`config.mk`:
```
export PLATFORM = sky130hd
export DESIGN_NAME = vga_text_writer_flat
export DESIGN_NICKNAME = d
export VERILOG_FILES = /design/src/rtl/common.sv /design/src/rtl/vga_text_writer_if.sv /design/src/rtl/vga_text_writer.sv /design/src/flat_wrapper.sv
export SDC_FILE = /design/constraint.sdc
export NUM_CORES = 1
export LEC_CHECK = 0
export ABC_AREA = 1
export CAP_MARGIN = 20
export CORE_ASPECT_RATIO = 0.9
export CORE_MARGIN = 3
export CORE_UTILIZATION = 40
export DETAILED_ROUTE_END_ITERATION = 10
export PLACE_DENSITY = 0.61
export SLEW_MARGIN = 20
export SYNTH_ARGS = -nofsm -noshare
export SYNTH_HDL_FRONTEND = slang
export SYNTH_SLANG_ARGS = --single-unit
```
`constraint.sdc`:
```
create_clock -name clk_i -period 2 [get_ports clk_i]
set_input_delay 0.2 -clock clk_i [delete_from_list [all_inputs] [get_ports clk_i]]
set_output_delay 0.2 -clock clk_i [all_outputs]
set_load 0.03 [all_outputs]
```
`src/rtl/common.sv`:
```
// Shared text-mode types and constants used by the VRAM writer and the scan-out side.
package common;

  localparam int TEXT_COLS = 80;
  localparam int TEXT_ROWS = 30;

  typedef logic [7:0]  byte_t;
  typedef logic [11:0] vram_addr_t;

  typedef struct packed {
    logic [4:0] row;
    logic [6:0] col;
  } text_pos_t;

  localparam byte_t CHAR_LF    = 8'h0A;
  localparam byte_t CHAR_CR    = 8'h0D;
  localparam byte_t CHAR_BS    = 8'h08;
  localparam byte_t CHAR_FF    = 8'h0C;
  localparam byte_t CHAR_BLANK = 8'h20;

  typedef enum logic [1:0] {
    ST_CLEAR      = 2'd0,
    ST_IDLE       = 2'd1,
    ST_CLEAR_LINE = 2'd2
  } wr_state_e;

  // Row advance with wrap back to the top; there is no scrolling.
  function automatic logic [4:0] next_row(input logic [4:0] row, input logic [4:0] last_row);
    return (row == last_row) ? 5'd0 : row + 5'd1;
  endfunction

endpackage

```
`src/rtl/vga_text_writer_if.sv`:
```
// Byte-stream valid/ready channel feeding the text writer.
interface vga_text_writer_if;
  import common::*;

  logic  valid;
  byte_t data;
  logic  ready;

  modport master (output valid, output data, input ready);
  modport slave  (input valid, input data, output ready);
endinterface

```
`src/rtl/vga_text_writer.sv`:
```
// Write-side agent for the text-mode VRAM: cursor tracking, control codes and
// screen/line blanking through one shared clear counter.
module vga_text_writer
  import common::*;
#(
  parameter int    COLS  = TEXT_COLS,
  parameter int    ROWS  = TEXT_ROWS,
  parameter byte_t BLANK = CHAR_BLANK
) (
  input  logic                     clk_i,
  input  logic                     reset_ni,
  vga_text_writer_if.slave         char_if,
  output logic                     vram_we_o,
  output vram_addr_t               vram_addr_o,
  output byte_t                    vram_data_o,
  output logic [4:0]               cursor_row_o,
  output logic [6:0]               cursor_col_o,
  output logic                     busy_o
);

  localparam logic [6:0] LAST_COL = 7'(COLS - 1);
  localparam logic [4:0] LAST_ROW = 5'(ROWS - 1);

  wr_state_e  state_q, state_d;
  text_pos_t  clr_q, clr_d;
  text_pos_t  cursor_q, cursor_d;
  logic       we_q, we_d;
  vram_addr_t addr_q, addr_d;
  byte_t      data_q, data_d;
  logic       ready_q;
  logic       busy_q;
  logic       accept_s;

  assign accept_s = char_if.valid && ready_q;

  // Next-state, cursor and VRAM write-port decode.
  always_comb begin
    state_d  = state_q;
    clr_d    = clr_q;
    cursor_d = cursor_q;
    we_d     = 1'b0;
    addr_d   = addr_q;
    data_d   = data_q;

    case (state_q)
      ST_CLEAR: begin
        we_d   = 1'b1;
        addr_d = vram_addr_t'(clr_q);
        data_d = BLANK;
        if (clr_q.col == LAST_COL) begin
          clr_d.col = 7'd0;
          if (clr_q.row == LAST_ROW) begin
            clr_d.row = 5'd0;
            state_d   = ST_IDLE;
            cursor_d  = '0;
          end else begin
            clr_d.row = clr_q.row + 5'd1;
          end
        end else begin
          clr_d.col = clr_q.col + 7'd1;
        end
      end

      ST_CLEAR_LINE: begin
        we_d   = 1'b1;
        addr_d = {cursor_q.row, clr_q.col};
        data_d = BLANK;
        if (clr_q.col == LAST_COL) begin
          clr_d   = '0;
          state_d = ST_IDLE;
        end else begin
          clr_d.col = clr_q.col + 7'd1;
        end
      end

      ST_IDLE: begin
        if (accept_s) begin
          case (char_if.data)
            CHAR_LF: begin
              cursor_d.col = 7'd0;
              cursor_d.row = next_row(cursor_q.row, LAST_ROW);
              clr_d        = '0;
              state_d      = ST_CLEAR_LINE;
            end
            CHAR_CR: begin
              cursor_d.col = 7'd0;
            end
            CHAR_BS: begin
              if (cursor_q.col != 7'd0) begin
                cursor_d.col = cursor_q.col - 7'd1;
                we_d         = 1'b1;
                addr_d       = {cursor_q.row, cursor_q.col - 7'd1};
                data_d       = BLANK;
              end else begin
                cursor_d = cursor_q;
              end
            end
            CHAR_FF: begin
              cursor_d = '0;
              clr_d    = '0;
              state_d  = ST_CLEAR;
            end
            default: begin
              we_d   = 1'b1;
              addr_d = vram_addr_t'(cursor_q);
              data_d = char_if.data;
              if (cursor_q.col < LAST_COL) begin
                cursor_d.col = cursor_q.col + 7'd1;
              end else begin
                // Wrapping off the right edge enters a fresh row, which is blanked first.
                cursor_d.col = 7'd0;
                cursor_d.row = next_row(cursor_q.row, LAST_ROW);
                clr_d        = '0;
                state_d      = ST_CLEAR_LINE;
              end
            end
          endcase
        end else begin
          we_d = 1'b0;
        end
      end

      default: begin
        state_d = ST_CLEAR;
        clr_d   = '0;
      end
    endcase
  end

  // State, counters and registered outputs.
  always_ff @(posedge clk_i or negedge reset_ni) begin
    if (!reset_ni) begin
      state_q  <= ST_CLEAR;
      clr_q    <= '0;
      cursor_q <= '0;
      we_q     <= 1'b0;
      addr_q   <= '0;
      data_q   <= '0;
      ready_q  <= 1'b0;
      busy_q   <= 1'b0;
    end else begin
      state_q  <= state_d;
      clr_q    <= clr_d;
      cursor_q <= cursor_d;
      we_q     <= we_d;
      addr_q   <= addr_d;
      data_q   <= data_d;
      ready_q  <= (state_d == ST_IDLE);
      busy_q   <= (state_d != ST_IDLE);
    end
  end

  assign char_if.ready = ready_q;
  assign vram_we_o     = we_q;
  assign vram_addr_o   = addr_q;
  assign vram_data_o   = data_q;
  assign cursor_row_o  = cursor_q.row;
  assign cursor_col_o  = cursor_q.col;
  assign busy_o        = busy_q;

endmodule

```
`src/flat_wrapper.sv`:
```
// flat-port wrapper written by rule: the top's interface ports become plain ports
module vga_text_writer_flat import common::*;
#(
  parameter int    COLS  = TEXT_COLS,
  parameter int    ROWS  = TEXT_ROWS,
  parameter byte_t BLANK = CHAR_BLANK
)
  (clk_i, reset_ni, vram_we_o, vram_addr_o, vram_data_o, cursor_row_o, cursor_col_o, busy_o, char_if_valid, char_if_data, char_if_ready);
  vga_text_writer_if char_if_i ();
  input  logic clk_i;
  input  logic reset_ni;
  output logic vram_we_o;
  output vram_addr_t vram_addr_o;
  output byte_t vram_data_o;
  output logic [4:0] cursor_row_o;
  output logic [6:0] cursor_col_o;
  output logic busy_o;
  input wire logic [$bits(char_if_i.valid)-1:0] char_if_valid;
  input wire logic [$bits(char_if_i.data)-1:0] char_if_data;
  output wire logic [$bits(char_if_i.ready)-1:0] char_if_ready;
  assign char_if_i.valid = char_if_valid;
  assign char_if_i.data = char_if_data;
  assign char_if_ready = char_if_i.ready;
  vga_text_writer #(.COLS(COLS), .ROWS(ROWS), .BLANK(BLANK)) u_core (.clk_i(clk_i), .reset_ni(reset_ni), .char_if(char_if_i), .vram_we_o(vram_we_o), .vram_addr_o(vram_addr_o), .vram_data_o(vram_data_o), .cursor_row_o(cursor_row_o), .cursor_col_o(cursor_col_o), .busy_o(busy_o));
endmodule
```
-- Word-level counts from Yosys, hierarchy flattened
Cells that the tools add are included.
- bits in registers: 49
- input bits: 11
- output and inout bits: 35
- word-level logic and storage cells: 89
- $add $sub $neg: 5
- magnitude comparators: 1
- equal/unequal tests: 20
- mux-type cells: 37
- reductions and logical operators: 16
- operator list (operator ; count):
    $mux W12 ; 7
    $pmux W12 S2 ; 3
    $pmux W12 S3 ; 2
    $eq A8 B4 Y1 const B ; 4
    $pmux W8 S2 ; 2
    $mux W5 ; 5
    $mux W7 ; 3
    $mux W8 ; 2
    $pmux W5 S3 ; 1
    $add A7 B1 Y7 const B ; 2
    $pmux W7 S2 ; 1
    $pmux W2 S3 ; 2
    $add A5 B1 Y5 const B ; 2
    $eq A5 B5 Y1 const B ; 2
    $mux W2 ; 5
    $ne A2 B1 Y1 const B ; 5
    $reduce_and A5 Y1 ; 2
    $reduce_and A4 Y1 ; 2
    $eq A7 B7 Y1 const B ; 1
    $lt A7 B7 Y1 const B ; 1
    $reduce_bool A7 Y1 ; 1
    $sub A7 B1 Y7 const B ; 1
    $reduce_and A6 Y1 ; 1
    $reduce_or A2 Y1 ; 3
    other kinds (14) ; 19

-- Depth between registers and ports, before layout
Gate-level depths: netlist of run 1.
- depth in word-level cells: 6
- depth in mapped cells: 12
- gate-level depth less buffers: 11

-- Worst setup path before layout of run 1
No wires, ideal clock.
- kind: reg2reg
- start point: register u_core.cursor_q (netlist bit u_core.cursor_col_o[1])
- end point: register u_core.data_q[0] (netlist: u_core.vram_data_o[0])
- setup time: 121 ps
- arrival time: 1646 ps
- data required time: 1879 ps
- slack: 233 ps
- cell stages (with the launch flop): 12
- buffers on the path: 1
- period minus slack after synthesis: 1767 ps
- path through: dfrtp_1 > inv_1 > ha_1 > inv_1 > nor2_1 > nand4_1 > nor2_4 > nor2_4 > nand2_8 > buf_6 > nand2_1 > o21ai_1
- word-level cells in the longest chain between the ends: 3
- ends and longest elaborated chain (item ; RTL line ; RTL):
    start: declaration ; vga_text_writer.sv:26 ; text_pos_t cursor_q, cursor_d;
    start signal: assignment ; vga_text_writer.sv:144 ; cursor_q <= cursor_d;
    $reduce_bool A7 Y1 ; vga_text_writer.sv:89 ; if (cursor_q.col != 7'd0) begin
    $ne A3 B2 Y1 (no line) ; - ;
    $reduce_and A4 Y1 (no line) ; - ;
    end signal: assignment ; vga_text_writer.sv:147 ; data_q <= data_d;
    end: declaration ; vga_text_writer.sv:29 ; byte_t data_q, data_d;
Every way passes these cells.
A chain may end at the register's enable or synchronous reset.

-- Worst setup path after layout of run 1
- start point: register u_core.cursor_q (netlist bit u_core.cursor_col_o[4])
- end point: output port cursor_col_o[4]
- RTL lines (item ; RTL line ; RTL):
    end: declaration ; flat_wrapper.sv:16 ; output logic [6:0] cursor_col_o;
No word-level cell between the ends.

==> impl_metrics.ini, run 1 <==
[setup_path]
crit_buf_inv = 1
critPathKind = register to primary output
worst-path-stages = 1
critPathSlowestCell = clkdlybuf4s50_1
reg2reg_from = u_core.state_q[0]
max_stage_delay_ns = 0.76
ff2ff_path_depth = 8
critPathArrivalTime_ns = 1.70
endpoint = cursor_col_o[4]
end_kind = primary output
critPathRequiredTime_ns = 1.80
startpoint_type = register
cp_cell_sequence = clkdlybuf4s50_1
r2r_slack_ns = 0.14
cpLargestDelayFamily = buffers and inverters
rr_endpoint = u_core.cursor_col_o[1]
crit_path_start = u_core.cursor_col_o[4]
worstPathMaxFanout = 10

[drt]
firstDrtPassIters = 5
wl_met1_um = 4172
viasPerCell = 4.892
routed.top_layer = met4
drc = 0
dr_wl_met3_um = 445
drt_wl_total_um = 8664
met2WireLength_um = 4002
via_count = 3204
dr.first_iter.drc_count = 131
wl_per_cell_um = 13.23
ant_nets = 0

[logic_synthesis]
ys_ff_latch = 49
synth_top_cell_area_share_pct = 35.33
synthTopCellsByArea = dfrtp_1 35%, nand2_1 18%, nand3_1 5.3%, ha_1 4.7%, nor2_1 4.5%
synth.most_common_cell = nand2_1
syn_nets = 509
syn_area_mm2 = 0.003471
synth_edf_count = 0
ys_top_cells_by_count = 166 x nand2_1, 49 x dfrtp_1, 42 x nor2_1, 40 x inv_1, 37 x nand3_1
ys_warn_count = 0
ys_seq_area_share_pct = 35.33
synth_area_per_cell_um2 = 7.156
yosysTopAreaCell = dfrtp_1
yosysUniqueCellTypes = 33
synthCells = 485
async_flop_share_pct = 100.0
synthFlopType = dfrtp_1

[clocking]
cts_tree = yes
numClockSinks = 49
worstSkewPairLatency_ns = 0.31
clk_path_buf_depth = 2
cts-buffers-inserted = 5
h-tree-depth = 2
cts_root_buf = clkbuf_8
postCtsSetupRepairBufs = 0
path_clk_slew_ns = 0.09

[placed_design]
place_ws_ns = -0.006233
port_buffers = 45
dpl_cell_area_mm2 = 0.004100
dpl.hpwl_um = 6831
gp_congestion = 0.9119

[global_route]
grt_pass1_wl_um = 14520
antenna_found_initial = 0
grt_pass1_vias = 3006
grt_use_total_pct = 18.09
grt_max_degree = 28
overflow = 0

[die]
row_count = 31
ios = 46
initial_utilization_pct = 42.21
die_h_um = 94.37
fp.dieW_um = 104.2
die_area_mm2 = 0.009832
core_mm2 = 0.008223

[layout]
drive_gt1_share_pct = 12.96
n_antenna_cell = 0
area_growth_pct = 21.70
nets = 564
final_area_mm2 = 0.004224
fill_cells = 849

[sta]
fin_crit_sh_pct = 95.09
drv_slew = 0
period_needed_ns = 1.902
skew_ns = 0.01341
slew_headroom_pct = 62.20
setup_ws_ns = 0.09816
finalSetupViolCount = 0
fmax_mhz = 525.8
rsz0062_at_grt = false
tightest_slew_ns = 0.5669
final_hold_viol_count = 0

[power]
vdd.ir_drop.worst_v = 0.0005864
power_density_mw_per_mm2 = 975.3
p_leak_nw = 2.059

[run]
drv_cap = 0

[outcome]
status = complete, no violations

[hold_path]
worst_hold_path_type = input pin to async pin
## cell usage in the layout, fill, tap and decap left out, types with 2 or more instances in the layout
cell type / Yosys / layout
buf_4: 4 / 14
o21ai_1: 21 / 21
nand3_1: 37 / 37
nand2_4: 5 / 5
nand3b_1: 2 / 2
buf_12: 0 / 3
xor2_1: 8 / 8
inv_1: 40 / 40
a31o_2: 2 / 2
dfrtp_1: 49 / 49
nand4_1: 10 / 10
inv_2: 5 / 5
clkbuf_8: 0 / 5
nor2_2: 5 / 6
nor2_1: 42 / 41
o21ai_0: 23 / 23
clkdlybuf4s50_1: 0 / 44
nand3_2: 5 / 4
o21ai_2: 3 / 3
nor2_4: 7 / 7
a21oi_1: 10 / 10
nand2_1: 166 / 166
ha_1: 13 / 13
nand3_4: 1 / 2
nand2_2: 8 / 8
## per-layer routing
| metal | up-vias | track usage, % |
|---|---|---|
| li1 | 1662 | - |
| met3 | 4 | 2.597 |
| met5 | - | 0 |
| met1 | 1461 | 24.98 |
| met2 | 77 | 31.11 |
| met4 | 0 | 2.658 |
## worst min path at each step
stage	endpoint	slack, ns	depth (start not counted)
after detailed placement	u_core.cursor_col_o[4]	0.23	1
final	u_core.cursor_col_o[4]	0.42	2
after floorplan	u_core.busy_o	-0.1	0
after CTS	u_core.cursor_col_o[4]	0.43	2
after global routing	u_core.cursor_col_o[4]	0.48	2
after global placement	u_core.vram_data_o[4]	0.23	1
## cell type report
class / count / area (um^2) / share of cell area (%)
Clock buffer: 5 / 68.82 / 1.629
Clock inverter: 2 / 35.03 / 0.8294
Inverter: 46 / 172.7 / 4.088
Multi-Input combinational cell: 375 / 1957 / 46.33
Sequential cell: 49 / 1226 / 29.03
Tap cell: 115 / 143.9 / 3.406
Timing Repair Buffer: 63 / 620.6 / 14.69
## logic make-up after synthesis
group | count (synthesis) | synth area share, %
AOI/OAI and AO/OA | 61 | 9.409
xor gates and xnor gates | 9 | 2.271
and+or+nand+nor | 292 | 39.73
buffers and inverters | 61 | 8.580
adders and majority gates | 13 | 4.686
DFF | 49 | 35.33
## per-stage QoR
| stage | setup TNS, ns | hold WS (ns) | total power, mW | utilization [%] | std cells |
|---|---|---|---|---|---|
| 2_1_floorplan | 0 | -0.09559 | 2.817 | - | 485 |
| 3_3_place_gp | -0.0002407 | 0.2316 | 3.402 | 49.86 | 647 |
| 3_5_place_dp | -0.009029 | 0.2271 | 3.434 | 49.86 | 647 |
| 4_1_cts | 0 | 0.4299 | 4.163 | 51.25 | 655 |
| 5_1_grt | 0 | 0.4758 | 4.437 | 51.37 | 655 |
| 6_report | 0 | 0.4171 | 4.120 | 51.37 | 655 |
## power breakdown
group	switching, mW	internal, mW
registers	0.290	1.27
clock network	0.345	0.364
logic	1.08	0.773
total	1.71	2.41
## what timing repair did
item | in CTS | in global routing
endpoints found under the hold margin | 22 | 0
resized for setup | 0 | 2
hold buffers | 1 | 0
setup endpoints to repair | 0 | 4
## sequential cells by signal, summed over array words and instances, names as in the netlist
signal / flops
u_core.vram_data_o: 8
u_core.char_if.ready: 1
u_core.vram_we_o: 1
u_core.state_q: 2
u_core.cursor_row_o: 5
u_core.cursor_col_o: 7
u_core.clr_q: 12
u_core.vram_addr_o: 12
u_core.busy_o: 1
No activity file was read; power rests on OpenSTA's default activity.
==> inputs of run 2 (changes only) <==
CTS_CLUSTER_SIZE = 30   (was default)
==> results of run 2 <==
Same layout as run 1: the final DEF is identical, and so are final timing and power.
==> RTL edit 1: new RTL, flow settings as in run 2 <==
Re-encode `wr_state_e` (3 states) as one-hot, 3 bits wide.
--- a/src/rtl/common.sv
+++ b/src/rtl/common.sv
@@ -20,6 +20,6 @@
 
-  typedef enum logic [1:0] {
-    ST_CLEAR      = 2'd0,
-    ST_IDLE       = 2'd1,
-    ST_CLEAR_LINE = 2'd2
+  typedef enum logic [2:0] {
+    ST_CLEAR      = 3'b001,
+    ST_IDLE       = 3'b010,
+    ST_CLEAR_LINE = 3'b100
   } wr_state_e;
Formal check against the unedited RTL: same outputs for any inputs over 10 cycles, from zero or initial values and one cycle with reset_ni low; not proved beyond that.
==> RTL edit 1 against run 2 <==
  * Hold slack got worse by 0.0060 ns
  * Routed wire length is 2.0% lower
  * Largest cell class unchanged
  * Non-clock buffer count stayed put
  * Synthesized area is 4.5% lower
  * First-iteration DRC count increased by 70%
  * Maximum frequency increased by 3.0%
  * Worst setup slack improved by 0.056 ns
  * Design area fell by 3.8%
  * Sequential cell count increased by 1
  * Die area is 4.3% lower
Power is not compared: it rests on default switching activity, and its combinational part moved more than twofold at a synthesized area within 25%.
==> RTL edit 1: results (changes against run 2) <==
* Nets@finish at 534 (-5.3%)
* GR Util met1 at 0.301 (+0.0510)
* Vias at 3180 (-0.75%)
* R2r startpoint: u_core.state_q[0]
* Met2 usage at 0.270 (-0.0415)
* Post-synthesis cell type count at 41 (+24%)
* DRT iter0 DRCs at 223 (+70%)
* Clock skew at 0.00755 ns (-0.00585 ns)
* Post-DP HPWL at 6520 microns (-4.6%)
* Fraction of layout cells with a size suffix above 1 at 0.122 (-0.00730)
* Slowest CP cell: dfstp_2
* DP Worst Slack at 0.0681 ns (+0.0743 ns)
* Slew headroom at 0.724 (+0.102)
* Outcome: complete, no violations
* Register area share after synthesis at 0.378 (+0.0247)
* WHS at 0.411 ns (-0.00602 ns)
* Gpl congestion at 0.900 (-1.4%)
* DR WL met2 at 3600 microns (-10%)
* Main area contributors after synthesis: dfrtp_1, nand2_1, nand3_1
* Routed wl met3 at 468 microns (+5.2%)
* Crit Path Class: register to register
* GRT met3 Usage at 0.0264 (+0.000381)
* Syn Nets at 478 (-6.1%)
* Layout fillers at 773 (-9.0%)
* First-pass GRT wire length at 14400 microns (-0.95%)
* Synth Instances at 458 (-5.6%)
* DP Area at 3950 sq um (-3.7%)
* Worst-case reg-to-reg path depth at 7 (-1)
* Synth cell count leaders: nand2_1, nand3_1, dfrtp_1
* Vias in the first global route at 2886 (-4.0%)
* DRT Wirelength at 8490 microns (-2.0%)
* Overall global routing resource usage at 0.189 (+0.00787)
==> RTL edit 1: worst reg2reg max path: stages (launching register included) <==
cell and delay (ns):
dfstp_2 0.57, inv_2 0.05, nand3_1 0.15, nand2_1 0.19, inv_1 0.37, nand2_4 0.20
o21ai_0 0.11, nand2_1 0.08
==> RTL edit 1: cell type report <==
type                       count  area [sq um]  area share
clock buffer                   7          76.3      0.0188
clock inverter                 1          30.0     0.00739
inverter                      46           173      0.0425
multi-input combinational    348          1800       0.444
sequential                    50          1250       0.308
tap                           96           120      0.0296
timing repair buffer          63           608       0.150
==> RTL edit 1: cell families (layout without fill, tap and decap cells) <==
family                     after synthesis  after routing  share of synthesized area
adders and majority gates                9              9                     0.0340
and+or+nand+nor                        287            287                      0.410
DFF                                     50             50                      0.378
xor gates and xnor gates                 9              9                     0.0238
buffers and inverters                   60            117                     0.0774
AOI/OAI and AO/OA                       43             43                     0.0767
==> RTL edit 2: new RTL, flow settings as in run 2 <==
Without the edit above. Make the reset (`reset_ni`) synchronous in one clocked block.
--- a/src/rtl/vga_text_writer.sv
+++ b/src/rtl/vga_text_writer.sv
@@ -130,3 +130,3 @@
   // State, counters and registered outputs.
-  always_ff @(posedge clk_i or negedge reset_ni) begin
+  always_ff @(posedge clk_i) begin
     if (!reset_ni) begin
Formal check against the unedited RTL: differs if reset_ni is asserted again (counterexample within 4 cycles, from zero or initial values and one cycle with reset_ni low); with reset_ni held inactive, the same outputs for 10 cycles.
==> RTL edit 2 against run 2 <==
  * Sequential cell count unchanged
  * Sequential share of layout area fell by 5.7 points
  * Worst setup slack better by 0.063 ns
  * First-iteration DRC count grew 73%
  * Core utilization grew 2.7 points
  * Die area decreased by 4.7%
  * Register-to-register slack better by 0.07 ns
  * Global-route usage increased by 3.0 points
  * Synthesized area fell by 5.0%
  * Design area down 0.47%
  * Routed wire length is 11% higher
  * Critical path type unchanged
  * Largest cell class unchanged
Power is not compared: it rests on default switching activity, and its combinational part moved more than twofold at a synthesized area within 25%.
==> RTL edit 2: results (changes against run 2) <==
* Die width at 102 microns (-2.4%)
* Overall global routing resource usage at 0.211 (+0.0302)
* DP Worst Slack at -0.106 ns (-0.0996 ns)
* Hold Crit Class: register to register
* First-pass GRT wire length at 16000 microns (+10%)
* Buffers, non-clock at 83 (+32%)
* Fin area at 4200 sq um (-0.47%)
* Synth async-reset ratio at 0 (-1.00)
* F_max at 544 MHz (+3.4%)
* Layout fillers at 797 (-6.1%)
* NonClk Buf Share at 0.178 (+0.0311)
* DRT Wirelength at 9650 microns (+11%)
* Fraction of area in multi-input gates at 0.481 (+0.0177)
* Outcome: complete, no violations
* Worst-path maximum fanout at 6 (-4)
* WL/cell at 14.0 microns (+5.6%)
* Critical path arrival at 1.64 ns (-0.06 ns)
* Worst-Margin Slew at 0.384 ns (-0.183 ns)
* Nets@finish at 617 (+9.4%)
* Fraction of layout cells with a size suffix above 1 at 0.141 (+0.0115)
* Post-synthesis cell type count at 34 (+3.0%)
* Register area share after synthesis at 0.298 (-0.0556)
* Worst R2R End: u_core.cursor_row_o[1]
* Largest net degree at the start of global routing at 22 (-21%)
* Clock skew at 0.0115 ns (-0.00195 ns)
* DRT iter0 DRCs at 227 (+73%)
## RTL edit 2: metal layers
layer,wire length (microns),up-vias,GRT usage
met3,603,13,0.0289
met1,4620,1630,0.304
met5,0,-,0
met2,4310,119,0.331
li1,-,1826,-
met4,124,0,0.0498
## RTL edit 2: power by group through the flow
stage	clock network [uW]	registers [uW]	logic, uW
2_1_floorplan	0	1030	61.4
3_3_place_gp	0	1010	144
3_5_place_dp	0	1020	145
4_1_cts	770	993	146
5_1_grt	799	994	159
6_report	741	992	145
## RTL edit 2: what timing repair did
action,in CTS,in global routing
hold endpoints to repair,0,0
endpoints found under the setup margin,0,19
resized for setup,0,7
## RTL edit 2: cells by family after synthesis
kind of cell	synth area share
AOI/OAI and AO/OA	0.116
xor gates and xnor gates	0.0213
adders and majority gates	0.0456
buffers and inverters	0.0949
DFF	0.298
and+or+nand+nor	0.424
## RTL edit 2: critical path: stages (launching register included)
cell,delay [ns]
dfxtp_1,0.49
buf_4,0.18
clkdlybuf4s50_1,0.67
